File: config.mk
export PLATFORM = sky130hd
export DESIGN_NAME = ntt_stage_sched_flat
export DESIGN_NICKNAME = d
export VERILOG_FILES = /design/src/rtl/ntt_stage_sched_if.sv /design/src/rtl/ntt_stage_sched.sv /design/src/flat_wrapper.sv
export SDC_FILE = /design/constraint.sdc
export NUM_CORES = 1
export LEC_CHECK = 0
export CORE_MARGIN = 2
export CORE_UTILIZATION = 40
export CTS_CLUSTER_SIZE = 8
export DETAILED_ROUTE_END_ITERATION = 8
export SLEW_MARGIN = 40
export SYNTH_ARGS = -nofsm -noshare
export SYNTH_HDL_FRONTEND = slang
export SYNTH_SLANG_ARGS = --single-unit
File: constraint.sdc
create_clock -name clk -period 15.2 [get_ports clk]
set_input_delay 3.04 -clock clk [delete_from_list [all_inputs] [get_ports clk]]
set_output_delay 3.04 -clock clk [all_outputs]
set_load 0.02 [all_outputs]
File: src/rtl/ntt_stage_sched_if.sv
// ntt_stage_sched_if: control/address bundle between host run-mode logic
// (master) and the NTT schedule generator (slave).
//   start/kd_mode/intt/clr : host -> scheduler request and abort
//   stall                  : host -> scheduler freeze (NTT_SCHED_STALL_EN only)
//   busy/done/stage        : scheduler status
//   rd_valid/rd_addr/tf_idx: per-cycle read issue, lane l in slot [l]
//   wr_valid/wr_addr       : write-back issue, rd side delayed BF_LAT cycles
// Each address slot is {lower, upper}, with upper in the low half.
interface ntt_stage_sched_if #(
  parameter int LOG_N  = 8,
  parameter int NUM_BF = 2
);
  logic start, kd_mode, intt, clr;
`ifdef NTT_SCHED_STALL_EN
  logic stall;
`endif
  logic busy, done, rd_valid, wr_valid;
  logic [LOG_N-1:0]                  stage;
  logic [NUM_BF-1:0][2*LOG_N-1:0]    rd_addr, wr_addr;
  logic [NUM_BF-1:0][LOG_N-1:0]      tf_idx;

`ifdef NTT_SCHED_STALL_EN
  modport master (output start, kd_mode, intt, clr, stall,
                  input  busy, done, stage, rd_valid, rd_addr, tf_idx, wr_valid, wr_addr);
  modport slave  (input  start, kd_mode, intt, clr, stall,
                  output busy, done, stage, rd_valid, rd_addr, tf_idx, wr_valid, wr_addr);
`else
  modport master (output start, kd_mode, intt, clr,
                  input  busy, done, stage, rd_valid, rd_addr, tf_idx, wr_valid, wr_addr);
  modport slave  (input  start, kd_mode, intt, clr,
                  output busy, done, stage, rd_valid, rd_addr, tf_idx, wr_valid, wr_addr);
`endif
endinterface

File: src/rtl/ntt_stage_sched.sv
// ntt_stage_sched: NTT/INTT address and twiddle schedule generator.
// Issues NUM_BF butterflies per cycle, P = N/(2*NUM_BF) issue cycles per
// stage, then a BF_LAT-cycle drain so the next stage never reads a
// coefficient that is still in flight. Write-back addresses are the read
// addresses pushed through a BF_LAT-deep delay line.
// Ports: clk, rst (async, active high), bus (ntt_stage_sched_if.slave).
// Optional: define NTT_SCHED_STALL_EN to add bus.stall, which freezes the
// counters, FSM and delay line and masks rd_valid/wr_valid.

// Per-lane address/twiddle math for butterfly index b at log2(len).
module ntt_sched_lane #(
  parameter int LOG_N = 8,
  parameter int LLW   = 3
) (
  input  logic [LOG_N-1:0]   b,
  input  logic [LLW-1:0]     log_len,
  input  logic               intt,
  output logic [2*LOG_N-1:0] addr,
  output logic [LOG_N-1:0]   tf
);
  localparam logic [LOG_N-1:0] HALF = {1'b1, {(LOG_N-1){1'b0}}};
  localparam logic [LOG_N-1:0] ONES = '1;
  logic [LOG_N-1:0] len, grp, pos, upper, lower;

  always_comb begin
    len   = LOG_N'(1) << log_len;
    grp   = b >> log_len;
    pos   = b & (len - LOG_N'(1));
    upper = ((grp << log_len) << 1) + pos;
    lower = upper + len;
    // N/len - 1 is a mask of LOG_N-log_len ones; this also stays exact
    // for len=1 where N itself does not fit in LOG_N bits.
    tf    = intt ? (ONES >> log_len) - grp : (HALF >> log_len) + grp;
    addr  = {lower, upper};
  end
endmodule

module ntt_stage_sched #(
  parameter int LOG_N  = 8,
  parameter int NUM_BF = 2,
  parameter int BF_LAT = 8
) (
  input logic clk,
  input logic rst,
  ntt_stage_sched_if.slave bus
);
  localparam int N   = 1 << LOG_N;
  localparam int P   = N / (2 * NUM_BF);
  localparam int LBF = $clog2(NUM_BF);
  localparam int CW  = (P > 1) ? $clog2(P) : 1;
  localparam int DW  = (BF_LAT > 1) ? $clog2(BF_LAT) : 1;
  localparam int LLW = (LOG_N > 1) ? $clog2(LOG_N) : 1;
  localparam int AW  = 2 * LOG_N;

  typedef enum logic [1:0] {IDLE, ISSUE, DRAIN, DONE} state_e;

  state_e                               state_q, state_d;
  logic [CW-1:0]                        c_q, c_d;
  logic [DW-1:0]                        dcnt_q, dcnt_d;
  logic [LOG_N-1:0]                     stage_q, stage_d;
  logic                                 kd_q, kd_d, intt_q, intt_d;
  logic [BF_LAT-1:0]                    vld_pipe_q, vld_pipe_d;
  logic [BF_LAT-1:0][NUM_BF-1:0][AW-1:0] addr_pipe_q, addr_pipe_d;

  logic                                 stall, hold, rd_valid, busy, done;
  logic [LOG_N-1:0]                     last_stage;
  logic [LLW-1:0]                       log_len;
  logic [NUM_BF-1:0][AW-1:0]            lane_addr, rd_addr;
  logic [NUM_BF-1:0][LOG_N-1:0]         lane_tf, tf_idx;

`ifdef NTT_SCHED_STALL_EN
  assign stall = bus.stall;
`else
  assign stall = 1'b0;
`endif
  // clr must still take effect while stalled
  assign hold = stall & ~bus.clr;

  assign last_stage = kd_q ? LOG_N'(LOG_N-1) : LOG_N'(LOG_N-2);
  // NTT: len = N>>(s+1); INTT: len = 1<<(s + (kd ? 0 : 1))
  assign log_len = intt_q ? LLW'(stage_q + {{(LOG_N-1){1'b0}}, ~kd_q})
                          : LLW'(LOG_N'(LOG_N-1) - stage_q);

  for (genvar l = 0; l < NUM_BF; l++) begin : g_lane
    logic [LOG_N-1:0] b;
    assign b = (LOG_N'(c_q) << LBF) | LOG_N'(l);
    ntt_sched_lane #(.LOG_N(LOG_N), .LLW(LLW)) u_lane (
      .b      (b),
      .log_len(log_len),
      .intt   (intt_q),
      .addr   (lane_addr[l]),
      .tf     (lane_tf[l])
    );
  end

  // State register
  always_ff @(posedge clk or posedge rst) begin
    if (rst) begin
      state_q     <= IDLE;
      c_q         <= '0;
      dcnt_q      <= '0;
      stage_q     <= '0;
      kd_q        <= 1'b0;
      intt_q      <= 1'b0;
      vld_pipe_q  <= '0;
      addr_pipe_q <= '0;
    end else begin
      state_q     <= state_d;
      c_q         <= c_d;
      dcnt_q      <= dcnt_d;
      stage_q     <= stage_d;
      kd_q        <= kd_d;
      intt_q      <= intt_d;
      vld_pipe_q  <= vld_pipe_d;
      addr_pipe_q <= addr_pipe_d;
    end
  end

  // Next state
  always_comb begin
    state_d = state_q;
    c_d     = c_q;
    dcnt_d  = dcnt_q;
    stage_d = stage_q;
    kd_d    = kd_q;
    intt_d  = intt_q;
    if (!hold) begin
      unique case (state_q)
        IDLE: if (bus.start) begin
          state_d = ISSUE;
          c_d     = '0;
          stage_d = '0;
          kd_d    = bus.kd_mode;
          intt_d  = bus.intt;
        end
        ISSUE: if (c_q == CW'(P-1)) begin
          state_d = DRAIN;
          c_d     = '0;
          dcnt_d  = '0;
        end else begin
          c_d = c_q + CW'(1);
        end
        DRAIN: if (dcnt_q == DW'(BF_LAT-1)) begin
          if (stage_q == last_stage) begin
            state_d = DONE;
          end else begin
            state_d = ISSUE;
            stage_d = stage_q + LOG_N'(1);
            c_d     = '0;
          end
        end else begin
          dcnt_d = dcnt_q + DW'(1);
        end
        DONE: begin
          state_d = IDLE;
          stage_d = '0;
        end
        default: state_d = IDLE;
      endcase
    end
    if (bus.clr) begin
      state_d = IDLE;
      stage_d = '0;
      c_d     = '0;
      dcnt_d  = '0;
    end
  end

  // Outputs
  always_comb begin
    busy     = (state_q == ISSUE) || (state_q == DRAIN);
    done     = (state_q == DONE);
    rd_valid = (state_q == ISSUE) && !stall;
    rd_addr  = (state_q == ISSUE) ? lane_addr : '0;
    tf_idx   = (state_q == ISSUE) ? lane_tf   : '0;
  end

  // Write-back delay line; shifts in every state so nothing trails done
  always_comb begin
    vld_pipe_d  = vld_pipe_q;
    addr_pipe_d = addr_pipe_q;
    if (!hold) begin
      vld_pipe_d[0]  = rd_valid;
      addr_pipe_d[0] = rd_addr;
      for (int i = 1; i < BF_LAT; i++) begin
        vld_pipe_d[i]  = vld_pipe_q[i-1];
        addr_pipe_d[i] = addr_pipe_q[i-1];
      end
    end
    if (bus.clr) vld_pipe_d = '0;
  end

  assign bus.busy     = busy;
  assign bus.done     = done;
  assign bus.stage    = stage_q;
  assign bus.rd_valid = rd_valid;
  assign bus.rd_addr  = rd_addr;
  assign bus.tf_idx   = tf_idx;
  assign bus.wr_valid = vld_pipe_q[BF_LAT-1] & ~stall;
  assign bus.wr_addr  = addr_pipe_q[BF_LAT-1];
endmodule
File: src/flat_wrapper.sv
// flat-port wrapper written by rule: the top's interface ports become plain ports
module ntt_stage_sched_flat 
#(
  parameter int LOG_N  = 8,
  parameter int NUM_BF = 2,
  parameter int BF_LAT = 8
)
  (clk, rst, bus_start, bus_kd_mode, bus_intt, bus_clr, bus_busy, bus_done, bus_stage, bus_rd_valid, bus_rd_addr, bus_tf_idx, bus_wr_valid, bus_wr_addr);
  ntt_stage_sched_if #(.LOG_N(LOG_N), .NUM_BF(NUM_BF)) bus_i ();
  input logic clk;
  input logic rst;
  input wire logic [$bits(bus_i.start)-1:0] bus_start;
  input wire logic [$bits(bus_i.kd_mode)-1:0] bus_kd_mode;
  input wire logic [$bits(bus_i.intt)-1:0] bus_intt;
  input wire logic [$bits(bus_i.clr)-1:0] bus_clr;
  output wire logic [$bits(bus_i.busy)-1:0] bus_busy;
  output wire logic [$bits(bus_i.done)-1:0] bus_done;
  output wire logic [$bits(bus_i.stage)-1:0] bus_stage;
  output wire logic [$bits(bus_i.rd_valid)-1:0] bus_rd_valid;
  output wire logic [$bits(bus_i.rd_addr)-1:0] bus_rd_addr;
  output wire logic [$bits(bus_i.tf_idx)-1:0] bus_tf_idx;
  output wire logic [$bits(bus_i.wr_valid)-1:0] bus_wr_valid;
  output wire logic [$bits(bus_i.wr_addr)-1:0] bus_wr_addr;
  assign bus_i.start = bus_start;
  assign bus_i.kd_mode = bus_kd_mode;
  assign bus_i.intt = bus_intt;
  assign bus_i.clr = bus_clr;
  assign bus_busy = bus_i.busy;
  assign bus_done = bus_i.done;
  assign bus_stage = bus_i.stage;
  assign bus_rd_valid = bus_i.rd_valid;
  assign bus_rd_addr = bus_i.rd_addr;
  assign bus_tf_idx = bus_i.tf_idx;
  assign bus_wr_valid = bus_i.wr_valid;
  assign bus_wr_addr = bus_i.wr_addr;
  ntt_stage_sched #(.LOG_N(LOG_N), .NUM_BF(NUM_BF), .BF_LAT(BF_LAT)) u_core (.clk(clk), .rst(rst), .bus(bus_i));
endmodule
==> impl_metrics.py, run 1 <==
metrics = {
    "setup_path": {
        "path_cells": "ha_1 > and2b_4 > o21ai_0 > nand2_1 > a221oi_1 > nor3_1 > o21ai_0 > inv_1 > ha_1 > a21o_1 > a21oi_1 > o21bai_1 > a21oi_1 > xnor2_1 > ha_1 > nand2_1 > o31ai_1 > nor3_1 > nand3_1 > or4b_1 > clkdlybuf4s50_1",
        "crit_type": "flip-flop to primary output",
        "worstRegToRegCells": 20,
        "crit_slowest_cell": "a221oi_1",
        "crit_path_max_fanout": 8,
        "rrSetupSlack_ns": 9.55,
        "cp-start-kind": "flip-flop",
        "worst_path_most_repeated_cell": "ha_1",
        "path_delay_family": "compound AO/OA/AOI/OAI gates",
        "cp-end-kind": "primary output",
        "cp.buffers_inverters": 2,
        "critPathMaxStageDelay_ns": 0.61,
        "cp.required_ns": 12.16,
        "arrival_ns": 6.56,
        "path_depth": 21,
    },
    "detailed_routing": {
        "drcViolationCount": 0,
        "vias_per_cell": 4.862,
        "wl_per_cell_um": 15.79,
        "antenna_left": 0,
        "initialDrtViolationCount": 385,
        "drt-total-wl_um": 19840,
        "vias": 6112,
        "drt-pass1-iter-count": 5,
    },
    "clocking": {
        "clk_latency_ns": 0.50,
        "post_cts_buffers": 0,
        "htreeDepth": 2,
        "cts_buffer_depth": 3,
        "root_buffer": "clkbuf_16",
        "cts_made_buffers": 40,
        "cts_resized": 0,
        "cts_tree": "done",
        "clock-sinks": 277,
        "path_clk_slew_ns": 0.05,
        "hold_buffers": 0,
    },
    "layout": {
        "final_common_cell": "dfrtp_1",
        "final_cell_mix": "277 x dfrtp_1, 95 x clkdlybuf4s50_1, 56 x nor2_1",
        "diodes": 0,
        "finalNetCount": 979,
        "drive_gt1_share_pct": 7.918,
        "fin_cells": 1257,
        "synthToLayoutAreaGrowth_pct": 20.28,
        "n_fill_cell": 2255,
    },
    "timing": {
        "setup_viol": 0,
        "slew_violations": 0,
        "hold_viol_final": 0,
        "period_minus_slack_ns": 9.598,
        "fin_ws_ns": 5.602,
        "worstMarginPinSlew_ns": 0.7487,
        "fin_skew_ns": 0.01517,
        "max_freq_ghz": 0.1042,
        "slew_headroom_pct": 49.90,
        "setup_tns_ns": 0,
        "rsz0062_at_grt": "no",
        "finalCritPeriodShare_pct": 63.14,
    },
    "die": {
        "die_x_um": 167.0,
        "pin_count": 98,
        "core.rowCount": 59,
        "core_mm2": 0.02606,
        "die_area_mm2": 0.02788,
        "initial_core_util_pct": 40.76,
        "die_h_um": 167.0,
    },
    "power": {
        "internal_power_mw": 1.649,
        "p_comb_share_pct": 31.6,
        "ir_drop_mv": 0.08940,
        "p_sw_mw": 0.7932,
        "swShare_pct": 32.48,
        "power_mw": 2.442,
        "clock_power_share_pct": 30.1,
        "p_leak_nw": 6.288,
        "p_per_area_mw_per_mm2": 191.1,
        "seqPwrFrac_pct": 38.3,
    },
    "placement": {
        "place_inst": 1211,
        "dp_hpwl_um": 13020,
        "routabilityCongestion": 0.8794,
        "port_buffers": 95,
        "pre_cts_ws_ns": 5.915,
    },
    "synth": {
        "yosysWarningCount": 0,
        "ys.flop_type": "dfrtp_1",
        "syn_area_mm2": 0.01062,
        "synth_edf_count": 0,
        "avgSynthCellArea_um2": 12.84,
        "postSynth.asyncResetShare_pct": 100.0,
        "ys_ff_latch": 277,
        "synth_seq_area_share_pct": 65.25,
        "netlist_instances": 827,
        "yosysUniqueCellTypes": 69,
    },
    "status": {
        "status": "finished clean",
    },
    "run": {
        "maxCapViolCount": 0,
    },
    "grt": {
        "grt_pass1_vias": 6308,
        "grtUsageTotal_pct": 14.71,
        "grt_max_degree": 112,
        "grt_pass1_wl_um": 32860,
        "antenna_found_initial": 0,
        "grt_overflow": 0,
    },
    "worst_hold_path": {
        "hold_path.class": "flip-flop to flip-flop",
        "hold-path-cell-count": 0,
    },
}
through the flow:
| stage | util (%) | instance area, um2 | hold WS, ns |
|---|---|---|---|
| detailed placement | 44.92 | 11710 | 0.3347 |
| global placement | 44.89 | 11700 | 0.3314 |
| global route | 49.03 | 12780 | 0.3477 |
| finish | 49.03 | 12780 | 0.3396 |
| floorplan | - | 10630 | 0.3312 |
| CTS | 48.90 | 12740 | 0.3361 |
cell type report:
class / instances / area (um2) / share of cell area, %
inverter: 42 / 175.2 / 1.371
tap: 335 / 419.2 / 3.280
timing repair buffer: 103 / 1039 / 8.128
clock buffer: 43 / 1012 / 7.922
multi-input combinational: 455 / 3176 / 24.85
clock inverter: 2 / 25.02 / 0.1958
sequential: 277 / 6932 / 54.25
final timing paths:
check                                         end                   start
hold / removal             u_core.addr_pipe_d[78]  u_core.addr_pipe_d[46]
max in group asynchronous  u_core.addr_pipe_d[79]                     rst
setup reg to reg           u_core.addr_pipe_d[47]     u_core.bus.stage[0]
hold reg to reg            u_core.addr_pipe_d[78]  u_core.addr_pipe_d[46]
min in group asynchronous   u_core.bus.wr_addr[8]                     rst
setup / recovery                  bus_rd_addr[15]     u_core.bus.stage[0]
kinds of logic (layout without fill, tap and decap cells):
family                   after synthesis  count (layout)  share of synthesized area [%]
AO/OA/AOI/OAI                        145             145                          9.034
flip-flops                           277             277                          65.25
other                                  1               2                        0.03530
multiplexers                          12              12                          1.307
AND/OR/NAND/NOR                      211             211                          10.19
XOR/XNOR                              31              31                          2.556
adder cells (fa/ha/maj)               54              54                          6.714
buffers and inverters                 96             190                          4.911
layer usage:
metal	global-route usage, %	wire length, um	vias up
met5	0	0	-
met4	5.322	558	0
met3	2.875	964	42
met2	24.23	9544	159
met1	19.50	8775	2980
li1	-	-	2931
registers in the layout (all words and copies together) (netlist names):
signal / flops
u_core.addr_pipe_d: 217
u_core.bus.wr_addr: 31
u_core.bus.stage: 8
u_core.vld_pipe_q: 8
u_core.c_q: 6
u_core.dcnt_q: 3
u_core.state_q: 2
u_core.intt_q: 1
u_core.kd_q: 1
synth_stat cells, types with 2 or more instances:
| library cell | instances | area [um2] |
|---|---|---|
| dfrtp_1 | 277 | 6932 |
| nor2_1 | 57 | 214.0 |
| ha_1 | 49 | 613.1 |
| inv_1 | 40 | 150.1 |
| a21oi_1 | 39 | 195.2 |
| nand2_1 | 38 | 142.6 |
| o21ai_0 | 38 | 190.2 |
| buf_4 | 34 | 255.2 |
| nand3_1 | 24 | 120.1 |
| and2_1 | 21 | 131.4 |
| nor2b_1 | 19 | 118.9 |
| xnor2_1 | 16 | 140.1 |
| clkbuf_1 | 15 | 56.30 |
| xor2_1 | 15 | 131.4 |
| nor3_1 | 14 | 70.07 |
| a21o_1 | 10 | 75.07 |
| o21a_1 | 9 | 67.56 |
| a211oi_1 | 8 | 60.06 |
| and3_1 | 7 | 43.79 |
| nand2b_1 | 7 | 43.79 |
| mux2i_1 | 6 | 60.06 |
| o31ai_1 | 6 | 45.04 |
| fa_1 | 5 | 100.1 |
| mux2_2 | 5 | 56.30 |
| o21bai_1 | 5 | 37.54 |
| or3_1 | 5 | 31.28 |
| a31oi_1 | 4 | 25.02 |
| o211ai_1 | 3 | 22.52 |
| o41ai_1 | 3 | 26.28 |
| a2bb2oi_1 | 2 | 17.52 |
| and2b_4 | 2 | 20.02 |
| clkbuf_8 | 2 | 27.53 |
| inv_4 | 2 | 12.51 |
| nand4_1 | 2 | 12.51 |
| o22ai_1 | 2 | 12.51 |
| o31a_1 | 2 | 17.52 |
| or2_0 | 2 | 12.51 |
worst reg2reg max path: cells and delay by family (launching register included):
kind                     cells  cell delay, ns
AO/OA/AOI/OAI                8            2.59
AND/OR/NAND/NOR              7            1.25
adder cells (fa/ha/maj)      3            1.01
flip-flops                   1            0.47
XOR/XNOR                     1            0.10
buffers and inverters        1            0.08
power groups by stage:
| stage | registers (mW) | clock network, mW | logic, mW |
|---|---|---|---|
| 2_1_floorplan | 0.959 | 0 | 0.523 |
| 3_3_place_gp | 0.938 | 0 | 0.766 |
| 3_5_place_dp | 0.946 | 0 | 0.771 |
| 4_1_cts | 0.938 | 0.760 | 0.776 |
| 5_1_grt | 0.953 | 0.798 | 0.850 |
| 6_report | 0.935 | 0.736 | 0.771 |
(Power assumes the default switching activity.)
==> inputs of run 2 (changes only) <==
- clock period: 15.2 -> 9.88 ns (I/O delays scaled with it)
==> run 2 against run 1 <==
Clock-buffer cell count rose by 1. Critical endpoint unchanged. Largest power group unchanged. Worst hold slack got worse by 0.0034 ns. Flip-flop and latch count did not move. First-iteration DRC count fell by 0.52%. Worst setup slack got worse by 4.3 ns.
==> impl_metrics.py, run 2 (same netlist as run 1, synthesis figures left out) <==
metrics = {
    "layout": {
        "final_cell_mix": "276 x dfrtp_1, 95 x clkdlybuf4s50_1, 57 x nor2_1",
        "synthToLayoutAreaGrowth_pct": 20.27,
        "largest_reg_flops": 217,
        "fin_cells": 1257,
        "final_common_cell": "dfrtp_1",
        "finalNetCount": 978,
        "diodes": 0,
        "drive_gt1_share_pct": 8.026,
        "postLayoutCoreUtil_pct": 49.03,
    },
    "worst_hold_path": {
        "hold-path-cell-count": 0,
        "hold_path.class": "flip-flop to flip-flop",
        "hp-start": "u_core.addr_pipe_d[46]",
        "hold_path_end": "u_core.addr_pipe_d[78]",
    },
    "die": {
        "core.rowCount": 59,
        "pin_count": 98,
        "die_x_um": 167.0,
        "initial_core_util_pct": 40.76,
        "die_h_um": 167.0,
        "die_area_mm2": 0.02788,
        "core_mm2": 0.02606,
    },
    "power": {
        "p_sw_mw": 1.221,
        "swShare_pct": 32.30,
        "internal_power_mw": 2.558,
        "seqPwrFrac_pct": 38.6,
        "p_per_area_mw_per_mm2": 295.7,
        "p_comb_share_pct": 30.9,
        "p_leak_nw": 6.290,
        "clock_power_share_pct": 30.5,
        "ir_drop_mv": 0.1454,
    },
    "run": {
        "maxCapViolCount": 0,
    },
    "grt": {
        "grt_pass1_wl_um": 32950,
        "grt_max_degree": 127,
        "grt_pass1_vias": 6345,
        "grtUsageTotal_pct": 14.65,
        "grt_overflow": 0,
        "antenna_found_initial": 0,
    },
    "detailed_routing": {
        "drt-pass1-iter-count": 5,
        "vias": 6094,
        "initialDrtViolationCount": 383,
        "wl_per_cell_um": 15.59,
        "drcViolationCount": 0,
        "antenna_left": 0,
        "drt-total-wl_um": 19590,
        "vias_per_cell": 4.848,
    },
    "clocking": {
        "path_clk_slew_ns": 0.05,
        "root_buffer": "clkbuf_16",
        "cts_tree": "done",
        "clk_latency_ns": 0.51,
        "post_cts_buffers": 0,
        "cts_resized": 0,
        "cts_buffer_depth": 3,
        "hold_buffers": 0,
        "htreeDepth": 2,
        "clock-sinks": 277,
        "cts_made_buffers": 40,
    },
    "setup_path": {
        "crit_start": "u_core.bus.stage[0]",
        "cp-end-kind": "primary output",
        "rr_startpoint": "u_core.bus.stage[0]",
        "crit_type": "flip-flop to primary output",
        "worstRegToRegCells": 20,
        "cp-start-kind": "flip-flop",
        "r2r_end": "u_core.addr_pipe_d[47]",
        "crit_path_max_fanout": 15,
        "cp.required_ns": 7.90,
        "arrival_ns": 6.63,
        "rrSetupSlack_ns": 4.16,
    },
    "timing": {
        "slew_violations": 0,
        "rsz0062_at_grt": "no",
        "worstMarginPinSlew_ns": 0.7382,
        "fin_skew_ns": 0.02532,
        "max_freq_ghz": 0.1162,
        "fin_ws_ns": 1.276,
        "slew_headroom_pct": 50.37,
        "period_minus_slack_ns": 8.604,
        "setup_viol": 0,
        "hold_viol_final": 0,
        "finalCritPeriodShare_pct": 87.09,
        "setup_tns_ns": 0,
    },
    "status": {
        "status": "finished clean",
    },
    "placement": {
        "routabilityCongestion": 0.8650,
        "place_inst": 1211,
        "pre_cts_ws_ns": 1.887,
        "dp_hpwl_um": 12930,
        "port_buffers": 95,
    },
}
[run 2: cell count changes in the layout (fill, tap and decap cells not counted)]
cell / change
nor2_1: +1
clkinv_8: -1
buf_16: -1
inv_6: +1
clkbuf_16: +1
clkbuf_8: +1
dfrtp_2: +1
nor2_2: -1
clkbuf_1: -1
dfrtp_1: -1
[run 2: worst max-delay path by stage]
stage | endpoint | depth (start not counted)
finish | bus_rd_addr[15] | 21
detailed placement | bus_rd_addr[15] | 21
global route | bus_rd_addr[15] | 21
CTS | bus_rd_addr[15] | 21
floorplan | u_core.addr_pipe_d[100] | 1
global placement | bus_rd_addr[15] | 20
[run 2: power by group through the flow]
stage               clock network [mW]  registers (mW)  logic, mW
global route                      1.25            1.49       1.29
finish                            1.15            1.46       1.17
floorplan                            0            1.48      0.804
detailed placement                   0            1.47       1.17
global placement                     0            1.46       1.16
CTS                               1.19            1.46       1.18
[run 2: stage by stage]
step                      hold slack, ns  cell area (um2)  power, mW
after floorplan                   0.3312            10630      2.280
after global placement            0.3312            11700      2.623
after detailed placement          0.3347            11710      2.642
after CTS                         0.3332            12770      3.834
after global routing              0.3402            12780      4.019
final                             0.3363            12780      3.778
[run 2: final cells by class]
cell class,instances,area [um2]
clock buffers,44,1047
flip-flops and latches,277,6933
well taps,335,419.2
inverters,42,175.2
clock inverters,2,17.52
repair buffers,102,1011
multi-input cells,455,3173
fillers,2293,13280
[run 2: metal layers]
| layer | vias up | track usage [%] | part of all wire (%) | wire length (um) |
|---|---|---|---|---|
| met5 | - | 0 | 0 | 0 |
| met4 | 0 | 4.873 | 2.1 | 403 |
| met3 | 34 | 2.947 | 4.3 | 848 |
| met2 | 154 | 24.03 | 48 | 9461 |
| met1 | 2981 | 19.63 | 45 | 8881 |
| li1 | 2925 | - | - | - |
[run 2: critical path, cell delays in order (launching register included)]
cell	delay (ns)
dfrtp_1	0.47
ha_1	0.40
nand2b_1	0.25
nand2_1	0.42
nor2_1	0.13
a221oi_1	0.57
nor3_1	0.13
o21ai_0	0.36
inv_1	0.08
ha_1	0.28
a21o_1	0.17
a21oi_1	0.22
o21bai_1	0.10
a21oi_1	0.17
xnor2_1	0.10
ha_1	0.34
nand2_1	0.07
o31ai_1	0.61
nor3_1	0.10
nand3_1	0.11
or4b_1	0.48
clkdlybuf4s50_1	0.57
